**config.mk**
```make
export PLATFORM = sky130hd
export DESIGN_NAME = command_register_bank_flat
export DESIGN_NICKNAME = d
export VERILOG_FILES = /design/src/rtl/command_decoder_pkg.sv /design/src/rtl/command_register_bank_if.sv /design/src/rtl/command_channel.sv /design/src/rtl/command_register_bank.sv /design/src/flat_wrapper.sv
export SDC_FILE = /design/constraint.sdc
export NUM_CORES = 1
export LEC_CHECK = 0
export BUFFER_PORTS_ARGS = -buffer_cell sky130_fd_sc_hd__buf_2
export CAP_MARGIN = 20
export CORE_ASPECT_RATIO = 0.75
export CORE_UTILIZATION = 43
export CTS_BUF_LIST = sky130_fd_sc_hd__clkbuf_4 sky130_fd_sc_hd__clkbuf_8
export CTS_CLUSTER_SIZE = 24
export DETAILED_ROUTE_END_ITERATION = 10
export PLACE_DENSITY = 0.67
export SLEW_MARGIN = 15
export SYNTH_ARGS = -nofsm -noshare
export SYNTH_HDL_FRONTEND = slang
export SYNTH_SLANG_ARGS = --single-unit
```
**constraint.sdc**
```tcl
create_clock -name Clk -period 2.25 [get_ports Clk]
set_clock_uncertainty 0.15 [all_clocks]
set_input_delay 0.45 -clock Clk [delete_from_list [all_inputs] [get_ports Clk]]
set_output_delay 0.45 -clock Clk [all_outputs]
set_load 0.1 [all_outputs]
```
**src/rtl/command_decoder_pkg.sv**
```systemverilog
// Shared definitions for the command register bank: word field widths,
// assembler states and the address of each channel.
package command_decoder_pkg;

  localparam int WORD_WIDTH    = 16;
  localparam int PAYLOAD_WIDTH = 4;
  localparam int ADDR_WIDTH    = WORD_WIDTH - PAYLOAD_WIDTH;

  typedef enum logic {
    IDLE    = 1'b0,
    COLLECT = 1'b1
  } asm_state_e;

  function automatic logic [ADDR_WIDTH-1:0] channel_address(
    input logic [ADDR_WIDTH-1:0] base,
    input int                    idx
  );
    return base + ADDR_WIDTH'(idx);
  endfunction

endpackage

```
**src/rtl/command_register_bank_if.sv**
```systemverilog
// Command word input and per-channel command outputs of the register bank.
interface command_register_bank_if #(
  parameter int NUM_CHANNELS = 4,
  parameter int DATA_WIDTH   = 8
);

  logic                               CommandFifoReadEn;
  logic [15:0]                        COMMAND_WORD;
  logic [NUM_CHANNELS*DATA_WIDTH-1:0] CommandOut;
  logic [NUM_CHANNELS-1:0]            CommandValid;
  logic                               AssemblyError;

  modport master (
    output CommandFifoReadEn,
    output COMMAND_WORD,
    input  CommandOut,
    input  CommandValid,
    input  AssemblyError
  );

  modport slave (
    input  CommandFifoReadEn,
    input  COMMAND_WORD,
    output CommandOut,
    output CommandValid,
    output AssemblyError
  );

endinterface

```
**src/rtl/command_channel.sv**
```systemverilog
// One channel output register: holds the committed value (level mode) or
// shows it for PULSE_CYCLES clocks before falling back to the default (pulse mode).
module command_channel #(
  parameter int                    DATA_WIDTH    = 8,
  parameter bit                    PULSE_MODE    = 1'b0,
  parameter int                    PULSE_CYCLES  = 1,
  parameter logic [DATA_WIDTH-1:0] DEFAULT_VALUE = '1
) (
  input  logic                  Clk,
  input  logic                  reset_n,
  input  logic                  commit,
  input  logic [DATA_WIDTH-1:0] commit_data,
  output logic [DATA_WIDTH-1:0] value,
  output logic                  valid
);

  logic [DATA_WIDTH-1:0] value_r;
  logic [7:0]            pulse_cnt_r;
  logic                  valid_r;

  // Value register, pulse countdown and commit strobe; a commit always restarts the pulse.
  always_ff @(posedge Clk or negedge reset_n) begin
    if (!reset_n) begin
      value_r     <= DEFAULT_VALUE;
      pulse_cnt_r <= 8'd0;
      valid_r     <= 1'b0;
    end else begin
      valid_r <= commit;
      if (commit) begin
        value_r     <= commit_data;
        pulse_cnt_r <= PULSE_MODE ? 8'(PULSE_CYCLES) : 8'd0;
      end else if (PULSE_MODE && (pulse_cnt_r == 8'd1)) begin
        value_r     <= DEFAULT_VALUE;
        pulse_cnt_r <= 8'd0;
      end else if (pulse_cnt_r != 8'd0) begin
        value_r     <= value_r;
        pulse_cnt_r <= pulse_cnt_r - 8'd1;
      end else begin
        value_r     <= value_r;
        pulse_cnt_r <= pulse_cnt_r;
      end
    end
  end

  assign value = value_r;
  assign valid = valid_r;

endmodule

```
**src/rtl/command_register_bank.sv**
```systemverilog
// Assembles multi-nibble commands from addressed 16-bit words and commits
// them to a bank of level or pulse output channels.
module command_register_bank
  import command_decoder_pkg::*;
#(
  parameter int                       NUM_CHANNELS   = 4,
  parameter logic [11:0]              BASE_ADDRESS   = 12'hA00,
  parameter int                       NIBBLES        = 2,
  parameter logic [NUM_CHANNELS-1:0]  PULSE_MASK     = '0,
  parameter int                       PULSE_CYCLES   = 1,
  parameter int                       TIMEOUT_CYCLES = 1000,
  parameter logic [NUM_CHANNELS*16-1:0] DEFAULT_VALUE = '1
) (
  input  logic                    Clk,
  input  logic                    reset_n,
  command_register_bank_if.slave  bus
);

  localparam int DATA_WIDTH = 4 * NIBBLES;

  asm_state_e                         state_r, state_n;
  logic [2:0]                         count_r, count_n;
  logic [2:0]                         chan_r, chan_n;
  logic [2:0]                         idx_s;
  logic [DATA_WIDTH-1:0]              data_r, data_n;
  logic [DATA_WIDTH-1:0]              nibble_ext_s, shifted_s;
  logic [15:0]                        timer_r, timer_n;
  logic                               err_r, err_n;
  logic                               match_s, word_commit_s;
  logic [NUM_CHANNELS-1:0]            commit_s;
  logic [NUM_CHANNELS*DATA_WIDTH-1:0] out_s;
  logic [NUM_CHANNELS-1:0]            valid_s;

  // Address decode: which channel, if any, the current word belongs to.
  always_comb begin
    match_s = 1'b0;
    idx_s   = 3'd0;
    for (int i = 0; i < NUM_CHANNELS; i++) begin
      if (bus.CommandFifoReadEn &&
          (bus.COMMAND_WORD[WORD_WIDTH-1:PAYLOAD_WIDTH] == channel_address(BASE_ADDRESS, i))) begin
        match_s = 1'b1;
        idx_s   = 3'(i);
      end else begin
        match_s = match_s;
      end
    end
  end

  // Shifting left from the LSB leaves the first nibble in the top position.
  assign nibble_ext_s = DATA_WIDTH'(bus.COMMAND_WORD[PAYLOAD_WIDTH-1:0]);
  assign shifted_s    = (data_r << 4) | nibble_ext_s;

  // Assembler next-state: collect, commit, interleave restart and timeout.
  always_comb begin
    state_n       = state_r;
    count_n       = count_r;
    chan_n        = chan_r;
    data_n        = data_r;
    timer_n       = timer_r;
    err_n         = 1'b0;
    word_commit_s = 1'b0;
    case (state_r)
      IDLE: begin
        timer_n = 16'd0;
        if (match_s) begin
          if (NIBBLES == 1) begin
            word_commit_s = 1'b1;
          end else begin
            data_n  = nibble_ext_s;
            chan_n  = idx_s;
            count_n = 3'd1;
            state_n = COLLECT;
          end
        end else begin
          count_n = 3'd0;
        end
      end
      COLLECT: begin
        if (match_s && (idx_s == chan_r)) begin
          timer_n = 16'd0;
          if ((count_r + 3'd1) == 3'(NIBBLES)) begin
            word_commit_s = 1'b1;
            count_n       = 3'd0;
            state_n       = IDLE;
          end else begin
            data_n  = shifted_s;
            count_n = count_r + 3'd1;
          end
        end else if (match_s) begin
          err_n   = 1'b1;
          data_n  = nibble_ext_s;
          chan_n  = idx_s;
          count_n = 3'd1;
          timer_n = 16'd0;
        end else if (timer_r == 16'(TIMEOUT_CYCLES - 1)) begin
          err_n   = 1'b1;
          count_n = 3'd0;
          timer_n = 16'd0;
          state_n = IDLE;
        end else begin
          timer_n = timer_r + 16'd1;
        end
      end
      default: begin
        state_n = IDLE;
        count_n = 3'd0;
        timer_n = 16'd0;
      end
    endcase
  end

  assign commit_s = word_commit_s ? (NUM_CHANNELS'(1) << idx_s) : '0;

  // Assembler state registers.
  always_ff @(posedge Clk or negedge reset_n) begin
    if (!reset_n) begin
      state_r <= IDLE;
      count_r <= 3'd0;
      chan_r  <= 3'd0;
      data_r  <= '0;
      timer_r <= 16'd0;
      err_r   <= 1'b0;
    end else begin
      state_r <= state_n;
      count_r <= count_n;
      chan_r  <= chan_n;
      data_r  <= data_n;
      timer_r <= timer_n;
      err_r   <= err_n;
    end
  end

  for (genvar g = 0; g < NUM_CHANNELS; g++) begin : g_ch
    command_channel #(
      .DATA_WIDTH    (DATA_WIDTH),
      .PULSE_MODE    (PULSE_MASK[g]),
      .PULSE_CYCLES  (PULSE_CYCLES),
      .DEFAULT_VALUE (DEFAULT_VALUE[16*g +: DATA_WIDTH])
    ) u_ch (
      .Clk         (Clk),
      .reset_n     (reset_n),
      .commit      (commit_s[g]),
      .commit_data (shifted_s),
      .value       (out_s[DATA_WIDTH*g +: DATA_WIDTH]),
      .valid       (valid_s[g])
    );
  end

  assign bus.CommandOut    = out_s;
  assign bus.CommandValid  = valid_s;
  assign bus.AssemblyError = err_r;

endmodule

```
**src/flat_wrapper.sv**
```systemverilog
// flat-port wrapper written by rule: the top's interface ports become plain ports
module command_register_bank_flat import command_decoder_pkg::*;
#(
  parameter int                       NUM_CHANNELS   = 4,
  parameter logic [11:0]              BASE_ADDRESS   = 12'hA00,
  parameter int                       NIBBLES        = 2,
  parameter logic [NUM_CHANNELS-1:0]  PULSE_MASK     = '0,
  parameter int                       PULSE_CYCLES   = 1,
  parameter int                       TIMEOUT_CYCLES = 1000,
  parameter logic [NUM_CHANNELS*16-1:0] DEFAULT_VALUE = '1
)
  (Clk, reset_n, bus_CommandFifoReadEn, bus_COMMAND_WORD, bus_CommandOut, bus_CommandValid, bus_AssemblyError);
  command_register_bank_if #(.NUM_CHANNELS(NUM_CHANNELS), .DATA_WIDTH(8)) bus_i ();
  input  logic Clk;
  input  logic reset_n;
  input wire logic [$bits(bus_i.CommandFifoReadEn)-1:0] bus_CommandFifoReadEn;
  input wire logic [$bits(bus_i.COMMAND_WORD)-1:0] bus_COMMAND_WORD;
  output wire logic [$bits(bus_i.CommandOut)-1:0] bus_CommandOut;
  output wire logic [$bits(bus_i.CommandValid)-1:0] bus_CommandValid;
  output wire logic [$bits(bus_i.AssemblyError)-1:0] bus_AssemblyError;
  assign bus_i.CommandFifoReadEn = bus_CommandFifoReadEn;
  assign bus_i.COMMAND_WORD = bus_COMMAND_WORD;
  assign bus_CommandOut = bus_i.CommandOut;
  assign bus_CommandValid = bus_i.CommandValid;
  assign bus_AssemblyError = bus_i.AssemblyError;
  command_register_bank #(.NUM_CHANNELS(NUM_CHANNELS), .BASE_ADDRESS(BASE_ADDRESS), .NIBBLES(NIBBLES), .PULSE_MASK(PULSE_MASK), .PULSE_CYCLES(PULSE_CYCLES), .TIMEOUT_CYCLES(TIMEOUT_CYCLES), .DEFAULT_VALUE(DEFAULT_VALUE)) u_core (.Clk(Clk), .reset_n(reset_n), .bus(bus_i));
endmodule
```
==> metrics.csv <==
metric;value;unit
# H-tree levels;3;
CP Cell Sequence;xor2_1 -> or3b_4 -> or4b_1 -> buf_6 -> mux2_4;
worst path required time;2.37;ns
nets;330;
critical path class;reg -> reg;
Synth Register Bits;63;
Antenna Nets Post-Route;0;
ANT cells;0;
area occupied by multi-input gates;1269;um2
Period minus WS final;2.225;ns
register area;1617;um2
WHS;0.2585;ns
status;finished with violations;
CTS tree;built;
vias in the first global route;1948;
fraction of layout cells with a size suffix above 1;53.35;%
Core Rows;25;
pin count of the biggest net entering global routing;64;
worst skew pair latency;0.34;ns
core area;6506;um2
initial antenna violation count;0;
Detail Placement HPWL;4.135;mm
die area;7263;um2
detail-routed net length per standard cell;15.26;um
Syn. warnings;0;
area grow syn2layout;24.55;%
Synthesized Nets;254;
HP Class;in -> reg;
Startpoint Class;flip-flop;
Post-Synth Simple-Gate Area;17.61;%
Hold Fails Final Rpt;0;
max incr delay on CP;0.55;ns
mux contribution to synthesized area;17.36;%
GP Congestion;0.8315;
via count;2045;
Final TNS setup;0;ns
dpl cells;376;
Seq/Total Area, Yosys;54.31;%
worst slew pin tran;0.4985;ns
Die X;98.07;um
adder-cell share of the synthesized area;1.261;%
first-pass GRT wire length;9.811;mm
main combinational cell family by area after synthesis;simple AND/OR/NAND/NOR gates;
Slew Limit Fails;0;
maximum VDD drop;0.0003117;V
xor and xnor area share after synthesis;3.531;%
Compound-Gate Fraction of Synth Area;2.648;%
Longest Clk Path Bufs;2;
Max-slew headroom;66.99;%
commonest non-fill, non-tap cell in the layout;buf_2;
clock slew seen by the registers of the worst setup and hold paths;0.07;ns
die height;74.06;um
number of synthesized flops with an enable pin;0;
synthesized area;2977;um2
TritonCTS Buffers;9;
Root Buffer;clkbuf_8;
CTS Sinks;63;
most frequent cells in the layout;buf_2, dfstp_2, dfrtp_1;
failing checks;DRC;
Post-Place Setup Slack;-0.1850;ns
asr flop ratio synth;100.0;%
drt first pass iters;7;
residual DRC count;6;
number of I/O port buffers;55;
# IOs;56;
cell count after synthesis;232;
global route overflow;0;
syn avg cell area;12.83;um2
Avg Vias per Cell;5.190;
Crit. End Element;flip-flop;
Setup Viol. Count Final;0;
number of DRC markers in iteration 0;90;
Starting Density;45.75;%
GRT Util Overall;17.68;%
Filler cells;557;
Max Cap Viol;0;
crit path DAT;2.34;ns
fin crit share;98.88;%
PnR worst setup slack;0.02513;ns
Final Util;56.98;%
PD cells;627.1;nW/um2
DRT Wirelength;6.012;mm
leakage;0.001790;uW
ys flop type;dfstp_2;
slowest library cell on the worst path;or4b_1;
RSZ-0062 raised after global routing;yes;
Layout Cells excl Fill;394;
critical-path maximum fanout;8;
Unique masters post-synth;40;
FMAX;449.5;MHz
registers in the layout, summed over array words and instances (netlist names), named ones only:
register                  count
u_core.g_ch.u_ch.value       32
u_core.timer_r               16
u_core.g_ch.u_ch.valid        4
u_core.count_r                3
u_core.chan_r                 2
u_core.bus.AssemblyError      1
u_core.state_r                1
power by group:
part	switching [uW]	internal, uW
Clock	441	666
Combinational	47.1	30.5
Sequential	2.45	1140
Total	490	1830
synth_stat cells, types with 5 or more instances:
master,count,area share (%)
nor2_1,17,2.1
clkbuf_1,5,0.63
nand2_1,11,1.4
nand4_1,8,1.7
nand3_1,9,1.5
xor2_1,7,2.1
xnor2_1,5,1.5
mux2_2,13,4.9
a21oi_1,5,0.84
nor4_1,6,1.3
mux2_4,24,12
dfstp_2,32,28
dfrtp_1,31,26
stage by stage:
stage,power [uW],instance area [um2]
CTS,2353,3685
global route,2412,3707
floorplan,1175,2979
finish,2325,3707
global placement,1236,3448
detailed placement,1237,3448
kinds of logic (layout without fill, tap and decap cells):
| group | count (synthesis) | count (layout) |
|---|---|---|
| simple gates | 87 | 87 |
| buf+inv | 16 | 97 |
| mux | 38 | 38 |
| fa+ha+maj | 3 | 3 |
| xor+xnor | 12 | 12 |
| flops | 63 | 63 |
| compound gates | 13 | 13 |
critical path: cells and delay by family, from the launching register on:
family        cells  cell delay, ns
mux               1            0.30
flops             1            0.40
simple gates      2            0.94
buf+inv           1            0.18
xor+xnor          1            0.16
layer usage:
layer	share of wire, %	global-route usage (%)	up-vias
met5	0	0	-
met4	1.5	6.061	0
met3	5.3	5.545	6
met2	42	25.82	58
met1	51	25.02	992
li1	-	-	989
path summary, 6_finish.rpt:
path	startpoint	endpoint	slack, ns	cells past startpoint
worst max-delay path	u_core.chan_r[0]$_DFFE_PN0P_	u_core.g_ch[1].u_ch.value[2]$_DFFE_PN1P_	0.03	5
worst min-delay path	bus_COMMAND_WORD[3]	u_core.g_ch[0].u_ch.value[3]$_DFFE_PN1P_	0.26	2
worst max register to register	u_core.chan_r[0]$_DFFE_PN0P_	u_core.g_ch[1].u_ch.value[2]$_DFFE_PN1P_	0.03	5
worst min register to register	u_core.timer_r[0]$_DFF_PN0_	u_core.timer_r[0]$_DFF_PN0_	0.34	1
max in group asynchronous	reset_n	u_core.g_ch[1].u_ch.value[3]$_DFFE_PN1P_	1.13	3
min in group asynchronous	reset_n	u_core.timer_r[4]$_DFF_PN0_	0.50	3
final cells by class:
class                      instances  share of cell area, %
sequential                        63                  43.60
multi-input combinational        153                  34.22
timing repair buffer              77                  12.93
clock buffer                      11                  3.915
tap                               81                  2.734
clock inverter                     5                  2.194
inverter                           4                 0.4050
what timing repair did:
| item | CTS | global route |
|---|---|---|
| endpoints found under the hold margin | 31 | 0 |
| resized for setup | 0 | 4 |
| buffers inserted | 0 | 1 |
| hold buffers | 1 | 0 |
| endpoints found under the setup margin | 0 | 32 |
No activity file was read; power rests on OpenSTA's default activity.
